### src/rtl/inperiph_pkg.sv
// Shared register map, STATUS/CTRL bit layout and small pack/decode helpers for the
// byte-stream input peripheral.
package inperiph_pkg;

    localparam logic [31:0] OFF_DATA   = 32'h0000_0000;
    localparam logic [31:0] OFF_STATUS = 32'h0000_0004;
    localparam logic [31:0] OFF_CTRL   = 32'h0000_0008;

    typedef enum logic [1:0] {
        RegData   = OFF_DATA[3:2],
        RegStatus = OFF_STATUS[3:2],
        RegCtrl   = OFF_CTRL[3:2],
        RegRsvd   = 2'd3
    } reg_sel_e;

    localparam int unsigned STAT_COUNT_LSB = 0;
    localparam int unsigned STAT_COUNT_W   = 9;
    localparam int unsigned STAT_EMPTY     = 9;
    localparam int unsigned STAT_FULL      = 10;
    localparam int unsigned STAT_UFL       = 11;
    localparam int unsigned STAT_TOTAL_LSB = 16;
    localparam int unsigned STAT_TOTAL_W   = 16;

    localparam int unsigned CTRL_POP     = 0;
    localparam int unsigned CTRL_FLUSH   = 1;
    localparam int unsigned CTRL_CLR_UFL = 2;

    typedef struct packed {
        logic clr_ufl;
        logic flush;
        logic pop;
    } ctrl_cmd_t;

    function automatic ctrl_cmd_t decode_ctrl(input logic [2:0] wbits);
        ctrl_cmd_t cmd;
        cmd.pop     = wbits[CTRL_POP];
        cmd.flush   = wbits[CTRL_FLUSH];
        cmd.clr_ufl = wbits[CTRL_CLR_UFL];
        return cmd;
    endfunction

    function automatic logic [31:0] pack_status(
        input logic [STAT_COUNT_W-1:0] count,
        input logic                    empty,
        input logic                    full,
        input logic                    ufl,
        input logic [STAT_TOTAL_W-1:0] total
    );
        logic [31:0] s;
        s = '0;
        s[STAT_COUNT_LSB +: STAT_COUNT_W] = count;
        s[STAT_EMPTY]                     = empty;
        s[STAT_FULL]                      = full;
        s[STAT_UFL]                       = ufl;
        s[STAT_TOTAL_LSB +: STAT_TOTAL_W] = total;
        return s;
    endfunction

endpackage

### src/rtl/inperiph_fifo.sv
// Circular byte FIFO: storage, wrapping pointers and a separate occupancy counter.
// Flush overrides both push and pop on the same edge.
module inperiph_fifo #(
    parameter int unsigned DEPTH = 16,
    parameter int unsigned DW    = 8,
    localparam int unsigned PW   = $clog2(DEPTH),
    localparam int unsigned CW   = PW + 1
) (
    input  logic          clk,
    input  logic          reset,
    input  logic          push_i,
    input  logic [DW-1:0] wdata_i,
    input  logic          pop_i,
    input  logic          flush_i,
    output logic [DW-1:0] head_o,
    output logic [CW-1:0] count_o,
    output logic          empty_o,
    output logic          full_o
);

    logic [DW-1:0] mem_q [DEPTH];
    logic [PW-1:0] rptr_q, rptr_d;
    logic [PW-1:0] wptr_q, wptr_d;
    logic [CW-1:0] count_q, count_d;
    logic          do_push, do_pop, wen;

    assign empty_o = (count_q == '0);
    assign full_o  = (count_q == CW'(DEPTH));
    assign count_o = count_q;
    assign head_o  = empty_o ? '0 : mem_q[rptr_q];

    // A pop on an empty FIFO never moves the read pointer, even if a push lands this edge.
    assign do_push = push_i && !full_o;
    assign do_pop  = pop_i && !empty_o;
    assign wen     = do_push && !flush_i && !reset;

    always_comb begin
        rptr_d  = rptr_q;
        wptr_d  = wptr_q;
        count_d = count_q;
        if (flush_i) begin
            rptr_d  = '0;
            wptr_d  = '0;
            count_d = '0;
        end else begin
            if (do_push) begin
                wptr_d = wptr_q + PW'(1);
            end
            if (do_pop) begin
                rptr_d = rptr_q + PW'(1);
            end
            count_d = count_q + CW'(do_push) - CW'(do_pop);
        end
    end

    always_ff @(posedge clk or posedge reset) begin
        if (reset) begin
            rptr_q  <= '0;
            wptr_q  <= '0;
            count_q <= '0;
        end else begin
            rptr_q  <= rptr_d;
            wptr_q  <= wptr_d;
            count_q <= count_d;
        end
    end

    always_ff @(posedge clk) begin
        if (wen) begin
            mem_q[wptr_q] <= wdata_i;
        end
    end

endmodule

### src/rtl/inperiph.sv
// Memory-mapped input peripheral: buffers an external byte stream in a FIFO that the
// CPU peeks, pops and flushes through a small register file.
module inperiph
    import inperiph_pkg::*;
#(
    parameter int unsigned DEPTH = 16,
    parameter int unsigned DW    = 8
) (
    input  logic          clk,
    input  logic          reset,
    input  logic [31:0]   daddr,
    output logic [31:0]   drdata,
    input  logic [31:0]   dwdata,
    input  logic [3:0]    dwe,
    input  logic [DW-1:0] in_data,
    input  logic          in_valid,
    output logic          in_ready
);

    localparam int unsigned CW = $clog2(DEPTH) + 1;

    reg_sel_e    sel;
    ctrl_cmd_t   cmd;
    logic        ctrl_we;
    logic        pop_req, flush_req, clr_req;
    logic        push;
    logic [DW-1:0] head;
    logic [CW-1:0] count;
    logic        empty, full;
    logic        ufl_q, ufl_d;
    logic [15:0] total_q, total_d;
    logic        unused_bits;

    assign sel     = reg_sel_e'(daddr[3:2]);
    assign cmd     = decode_ctrl(dwdata[2:0]);
    assign ctrl_we = dwe[0] && (sel == RegCtrl);

    assign pop_req   = ctrl_we && cmd.pop;
    assign flush_req = ctrl_we && cmd.flush;
    assign clr_req   = ctrl_we && cmd.clr_ufl;

    assign in_ready = !full;
    assign push     = in_valid && in_ready;

    assign unused_bits = ^{daddr[31:4], daddr[1:0], dwdata[31:3], dwe[3:1]};

    inperiph_fifo #(
        .DEPTH (DEPTH),
        .DW    (DW)
    ) u_fifo (
        .clk     (clk),
        .reset   (reset),
        .push_i  (push),
        .wdata_i (in_data),
        .pop_i   (pop_req),
        .flush_i (flush_req),
        .head_o  (head),
        .count_o (count),
        .empty_o (empty),
        .full_o  (full)
    );

    // Total counts every handshake, including a byte discarded by a concurrent flush.
    always_comb begin
        total_d = total_q + 16'(push);
        ufl_d   = ufl_q;
        if (clr_req) begin
            ufl_d = 1'b0;
        end
        if (pop_req && empty && !flush_req) begin
            ufl_d = 1'b1;
        end
    end

    always_ff @(posedge clk or posedge reset) begin
        if (reset) begin
            ufl_q   <= 1'b0;
            total_q <= '0;
        end else begin
            ufl_q   <= ufl_d;
            total_q <= total_d;
        end
    end

    always_comb begin
        drdata = '0;
        unique case (sel)
            RegData:   drdata = 32'(head);
            RegStatus: drdata = pack_status(STAT_COUNT_W'(count), empty, full, ufl_q, total_q);
            RegCtrl:   drdata = '0;
            RegRsvd:   drdata = '0;
            default:   drdata = '0;
        endcase
    end

endmodule

### config.mk
export PLATFORM = sky130hd
export DESIGN_NAME = inperiph
export DESIGN_NICKNAME = d
export VERILOG_FILES = /design/src/rtl/inperiph_pkg.sv /design/src/rtl/inperiph_fifo.sv /design/src/rtl/inperiph.sv
export SDC_FILE = /design/constraint.sdc
export NUM_CORES = 1
export LEC_CHECK = 0
export ABC_AREA = 1
export CAP_MARGIN = 30
export CORE_AREA = 2 2 118 120
export CTS_BUF_LIST = sky130_fd_sc_hd__clkbuf_4
export DETAILED_ROUTE_END_ITERATION = 7
export DIE_AREA = 0 0 120 122
export PLACE_DENSITY = 0.8
export SLEW_MARGIN = 20
export SYNTH_ARGS = -nofsm -noshare
export SYNTH_HDL_FRONTEND = slang
export SYNTH_SLANG_ARGS = --single-unit
### constraint.sdc
create_clock -name clk -period 5.4 [get_ports clk]
set_input_delay 0.54 -clock clk [delete_from_list [all_inputs] [get_ports clk]]
set_output_delay 0.54 -clock clk [all_outputs]
set_load 0.02 [all_outputs]
After elaboration in Yosys (flattened, before gate mapping)
Memory sizes are Yosys's and may differ from the RTL's.
Cells that the tools add are included.
Widths: inputs -> output; s select.
{"block": "totals", "elab_cells": 47, "output_inout_bits": 33, "ramBits": 128, "mem_count": 1, "in_bits": 79, "register_bits": 30}
{"memory": "u_fifo.mem_q", "words": 16, "word_bits": 8, "rd": 1, "rd_ports_with_merged_regs": 0, "wr": 1, "line": "inperiph_fifo.sv:21", "rtl": "logic [DW-1:0] mem_q [DEPTH];"}
{"block": "op_classes", "n_mux": 11, "eq_ne": 4, "n_reduce_logical": 21, "n_addsub": 5}
{"operator": "$pmux 32 s3", "n": 1}
{"operator": "$add 16x1->16", "n": 1}
{"operator": "$mux 4", "n": 4}
{"operator": "$logic_and 1x1->1", "n": 11}
{"operator": "$add 4x1->4 const B", "n": 2}
{"operator": "$mux 8", "n": 1}
{"operator": "$reduce_bool 2->1", "n": 3}
{"operator": "$add 5x1->5", "n": 1}
{"operator": "$eq 5x5->1 const B", "n": 1}
{"operator": "$logic_not 5->1", "n": 1}
{"operator": "$mux 5", "n": 1}
{"operator": "$sub 5x1->5", "n": 1}
{"operator": "$eq 2x2->1 const B", "n": 2}
{"operator": "$logic_not 1->1", "n": 4}
{"operator": "$mux 1", "n": 4}
{"operator": "$eq 2x1->1 const B", "n": 1}
{"operator": "$logic_not 2->1", "n": 1}
{"operator": "$reduce_or 2->1", "n": 1}

Depth between registers and ports, before layout
{"block": "depth", "depth_word": 8, "mapped_depth": 15, "depth_no_buf": 15}

Modules after synthesis
Synthesis repeated with hierarchy kept, for this count alone.
{"block": "hier_totals", "cells_unflattened": 732, "area_unflattened_um2": 7283.2}
{"mod": "inperiph_fifo", "seq_area_each_um2": 4169.0, "area_each_um2": 6117.1, "cells_per_inst": 566, "n_inst": 1}
{"mod": "inperiph", "seq_area_each_um2": 425.4, "area_each_um2": 1166.1, "cells_per_inst": 166, "n_inst": 1}

Worst setup path before layout
Ideal clock, no wire load.
{"block": "synth_timing", "path_kind": "input to register", "start": "input port daddr[2]", "end": "register u_fifo.count_q[4], in the netlist u_fifo.count_o[4]", "path_stages": 15, "path_slack_ps": 3061, "t_required_ps": 5323, "t_arrival_ps": 2262, "n_path_buf": 0, "setup_time_ps": 77, "cell_sequence": "inv_1 > nand3_1 > nor2_1 > nand2_1 > inv_1 > ha_1 > inv_1 > ha_1 > inv_1 > fa_1 > inv_1 > a21oi_1 > o21bai_1 > o21ai_0 > a21oi_1"}
{"block": "synth_via", "elab_chain_cells": 6, "elab_cells_between_ends": 7, "classes_between": "add/sub: 1; eq/ne: 1; mux: 1; reduce/logical: 4"}
{"item": "start, declared", "line": "inperiph.sv:11", "rtl": "input logic [31:0] daddr,"}
{"item": "$eq 2x2->1 (*)", "line": "inperiph.sv:36", "rtl": "assign ctrl_we = dwe[0] && (sel == RegCtrl);"}
{"item": "$logic_and 1x1->1 (*)", "line": "inperiph.sv:36"}
{"item": "$logic_and 1x1->1", "line": "inperiph.sv:38", "rtl": "assign pop_req = ctrl_we && cmd.pop;"}
{"item": "$logic_and 1x1->1", "line": "inperiph_fifo.sv:34", "rtl": "assign do_pop = pop_i && !empty_o;"}
{"item": "$sub 5x1->5", "line": "inperiph_fifo.sv:52", "rtl": "count_d = count_q + CW'(do_push) - CW'(do_pop);"}
{"item": "$mux 5 (*)", "line": "inperiph_fifo.sv:41", "rtl": "if (flush_i) begin"}
{"item": "net u_fifo.count_d[4]", "line": "inperiph_fifo.sv:24", "rtl": "logic [CW-1:0] count_q, count_d;"}
{"item": "end signal, assigned", "line": "inperiph_fifo.sv:64", "rtl": "count_q <= count_d;"}
{"item": "end, declared", "line": "inperiph_fifo.sv:24"}
The timed path passes the listed nets; every way through them passes the cells marked *.
A chain may end at the register's enable or synchronous reset.

Worst setup path in the final report
{"block": "layout_timing", "start": "register u_fifo.rptr_q[1]", "end": "output port drdata[6]"}
{"block": "layout_via", "elab_chain_cells": 3}
{"item": "start, declared", "line": "inperiph_fifo.sv:22", "rtl": "logic [PW-1:0] rptr_q, rptr_d;"}
{"item": "start signal, assigned", "line": "inperiph_fifo.sv:62", "rtl": "rptr_q <= rptr_d;"}
{"item": "$mem_v2 16x8"}
{"item": "$mux 8", "line": "inperiph_fifo.sv:30", "rtl": "assign head_o = empty_o ? '0 : mem_q[rptr_q];"}
{"item": "$pmux 32 s3", "line": "inperiph.sv:87", "rtl": "unique case (sel)"}
{"item": "end, declared", "line": "inperiph.sv:12", "rtl": "output logic [31:0] drdata,"}
No other way between the ends. The select of a mux whose other input is x is not followed.

==> results_dict.tcl <==
set metrics [dict create \
    run_status "finished clean" \
    placedCellCount 939 \
    hold_ws_ns 0.3637 \
    max-vdd-ir-drop_mv 0.2215 \
    final_net_count 874 \
    grt_overflow_total 0 \
    seq_area_frac_synth 0.6339 \
    pre_cts_ws_ns 2.130 \
    crit_slowest_cell "sky130_fd_sc_hd__inv_2" \
    post_synth.cell_area_avg_sq_um 9.821 \
    critical_path.reg2reg.endpoint "u_fifo.count_o[4]$_DFF_PP0_" \
    resized_cells_post_cts 0 \
    drt_first_pass_iters 5 \
    layout_worst_path_cycle_share 0.6926 \
    startpoint_type "register" \
    path_clk_slew_ns 0.12 \
    crit_top_cell "sky130_fd_sc_hd__nand2_1" \
    clock_latency_of_the_later_clocked_register_in_the_worst_skew_pair_ns 0.54 \
    avgViaCountPerCell 5.077 \
    worstPathArrival_ns 3.20 \
    cts.sink_count 158 \
    cts-root-to-sink-buffers 2 \
    synth_cell_types 31 \
    start_util 0.5367 \
    setup-violations-final 0 \
    ff2ff_setup_slack_ns 2.69 \
    final_setup_skew_ns 0.01645 \
    p_per_area_nw_per_um2 388.6 \
    synth_top_area_share 0.5303 \
    detailed_route_wire_length_per_cell_microns 14.80 \
    worst_slack_ns 1.660 \
    top_level_ports 112 \
    syn2layout_area_growth_pct 11.46 \
    grt_start_max_net_pins 74 \
    ant_nets 0 \
    drive_above_1_share 0.05675 \
    core-area_sq_um 13500 \
    final-max-slew-violation-count 0 \
    post-cts-setup-buffer-count 0 \
    timing_worst_slew_pin_value_ns 0.9653 \
    antenna_found_initial 1 \
    cts_made_buffers 17 \
    cp_cell_sequence "buf_4, inv_2, o211ai_1, nand3_1, nand2_1, nand2_1, nand2_1, nor2_1, clkdlybuf4s50_1" \
    achievable_clock_frequency_mhz 267.4 \
    netlist_instances 738 \
    setup.worst_path.end "drdata[6]" \
    detail_route.drc_violations 0 \
    grt.total_usage 0.2067 \
    clock-root-buffer "sky130_fd_sc_hd__clkbuf_4" \
    grt_pass1_wl_mm 22.64 \
    ys_top_cells_by_area "sky130_fd_sc_hd__edfxtp_1, sky130_fd_sc_hd__dfrtp_1, sky130_fd_sc_hd__nand2_1, sky130_fd_sc_hd__nand3_1, sky130_fd_sc_hd__inv_1" \
    first_global_vias 4623 \
    holdBufCountCts 0 \
    hold_viol_final 0 \
    postLayoutCellArea_sq_um 8079 \
    worst_r2r_startpoint "u_fifo.count_o[3]$_DFF_PP0_" \
    placement_rows 43 \
    crit_type "register to output pin" \
    totalPowerFinal_mw 3.139 \
    drt_iter0_markers 418 \
    finalNonFillerCells 974 \
    number_of_synthesized_register_bits 158 \
    via_count 4945 \
    post-synth-top-area-cell "sky130_fd_sc_hd__edfxtp_1" \
    timing.setup.tns_ns 0 \
    cap_violations 0 \
    gp_routability_congestion 0.8270 \
    area_enclosed_by_the_die_boundary_sq_um 14640 \
    detailed_place.area_sq_um 7781 \
    cellLeakagePower_nw 3.431 \
    layout.cells.most_common "sky130_fd_sc_hd__nand2_1" \
    crit_path_max_incr_delay_ns 0.65 \
    max-slew-margin-rel 0.3541 \
    die_h_microns 122 \
    min_path_type "input port to asynchronous set/reset pin" \
    utilization 0.5983 \
    crit_path_max_fanout 44 \
    rsz_0062_raised_after_global_routing "false" \
    commonest_cells_after_routing_fill_and_taps_aside "sky130_fd_sc_hd__nand2_1, sky130_fd_sc_hd__edfxtp_1, sky130_fd_sc_hd__inv_1" \
    timing.final.crit_period_ns 3.740 \
    post_synth_instance_area_sq_um 7248 \
    fp.dieW_microns 120 \
    data_required_time_of_the_worst_path_ns 4.86 \
    drt_wl_total_mm 14.41 \
    r2r.worst_path.cells 15 \
    startpoint "u_fifo.rptr_q[1]$_DFFE_PP0P_" \
    endpoint_kind "output pin" \
    number_of_warnings_reported_in_the_yosys_synthesis_log 0 \
    port-buffer-count 44 \
    hpwl_mm 8.929 \
    cts_tree "yes" \
    ctsHtreeMaxLevel 4 \
]
synth_stat cells, drive strengths merged:
cell    count
inv       113
conb        1
clkinv      1
edfxtp    128
o211ai      7
clkbuf      4
nor3        3
o21ai      24
or2         2
nor2       73
nand3      86
buf        27
ha         13
xor2       11
fa          1
o21bai      1
nor4        1
a21oi      11
nand2     194
dfrtp      30
xnor2       1
nand4       6
where the power goes:
| part | switching [mW] | leakage [nW] | internal [mW] | total (mW) |
|---|---|---|---|---|
| Sequential | 0.0826 | 1.51 | 1.44 | 1.52 |
| Combinational | 0.626 | 1.79 | 0.332 | 0.958 |
| Clock | 0.389 | 0.131 | 0.269 | 0.658 |
| Total | 1.10 | 3.43 | 2.04 | 3.14 |
registers in the layout, summed over array words and instances, names as in the netlist:
name / cells
u_fifo.mem_q: 128
total_q: 16
u_fifo.count_o: 5
u_fifo.rptr_q: 4
u_fifo.wptr_q: 4
ufl_q: 1
cells by family after synthesis:
family,count (synthesis),share of synthesized area
XOR/XNOR,12,0.01450
other,1,0.0005174
flip-flops,158,0.6339
adder cells (fa/ha/maj),14,0.02520
buffers and inverters,145,0.08372
AND/OR/NAND/NOR,365,0.2097
AO/OA/AOI/OAI,43,0.03245
worst max-delay path, delay by kind of cell, from the launching register on:
| family | cells | cell delay (ns) |
|---|---|---|
| and+or+nand+nor | 5 | 0.54 |
| buffers and inverters | 3 | 1.50 |
| DFF | 1 | 0.39 |
| AOI/OAI and AO/OA | 1 | 0.23 |
final cells by class:
class / instances / area (sq um)
diodes: 1 / 2.502
clock buffers: 18 / 135.1
clock inverters: 13 / 125.1
fillers: 1070 / 5425
inverters: 114 / 427.9
multi-input cells: 439 / 2062
flip-flops and latches: 158 / 4596
well taps: 180 / 225.2
repair buffers: 51 / 505.5
worst min-delay path by stage:
stage	start	to	slack (ns)	cells after the start
after floorplan	total_q[9]$_DFF_PP0_	total_q[9]$_DFF_PP0_	0.44	1
after global routing	reset	total_q[14]$_DFF_PP0_	0.38	2
final	reset	total_q[14]$_DFF_PP0_	0.36	2
after CTS	reset	total_q[14]$_DFF_PP0_	0.34	2
after global placement	total_q[9]$_DFF_PP0_	total_q[9]$_DFF_PP0_	0.46	1
after detailed placement	total_q[9]$_DFF_PP0_	total_q[9]$_DFF_PP0_	0.46	1
per-layer routing:
metal  vias to the layer above  global-route usage  wire length (microns)
met3                        26             0.05431                    950
li1                       2465                   -                      -
met2                       165              0.3363                   7040
met1                      2289              0.2660                   6095
met4                         0             0.08382                    328
met5                         -                   0                      0
Power figures use the tool's default switching activity.
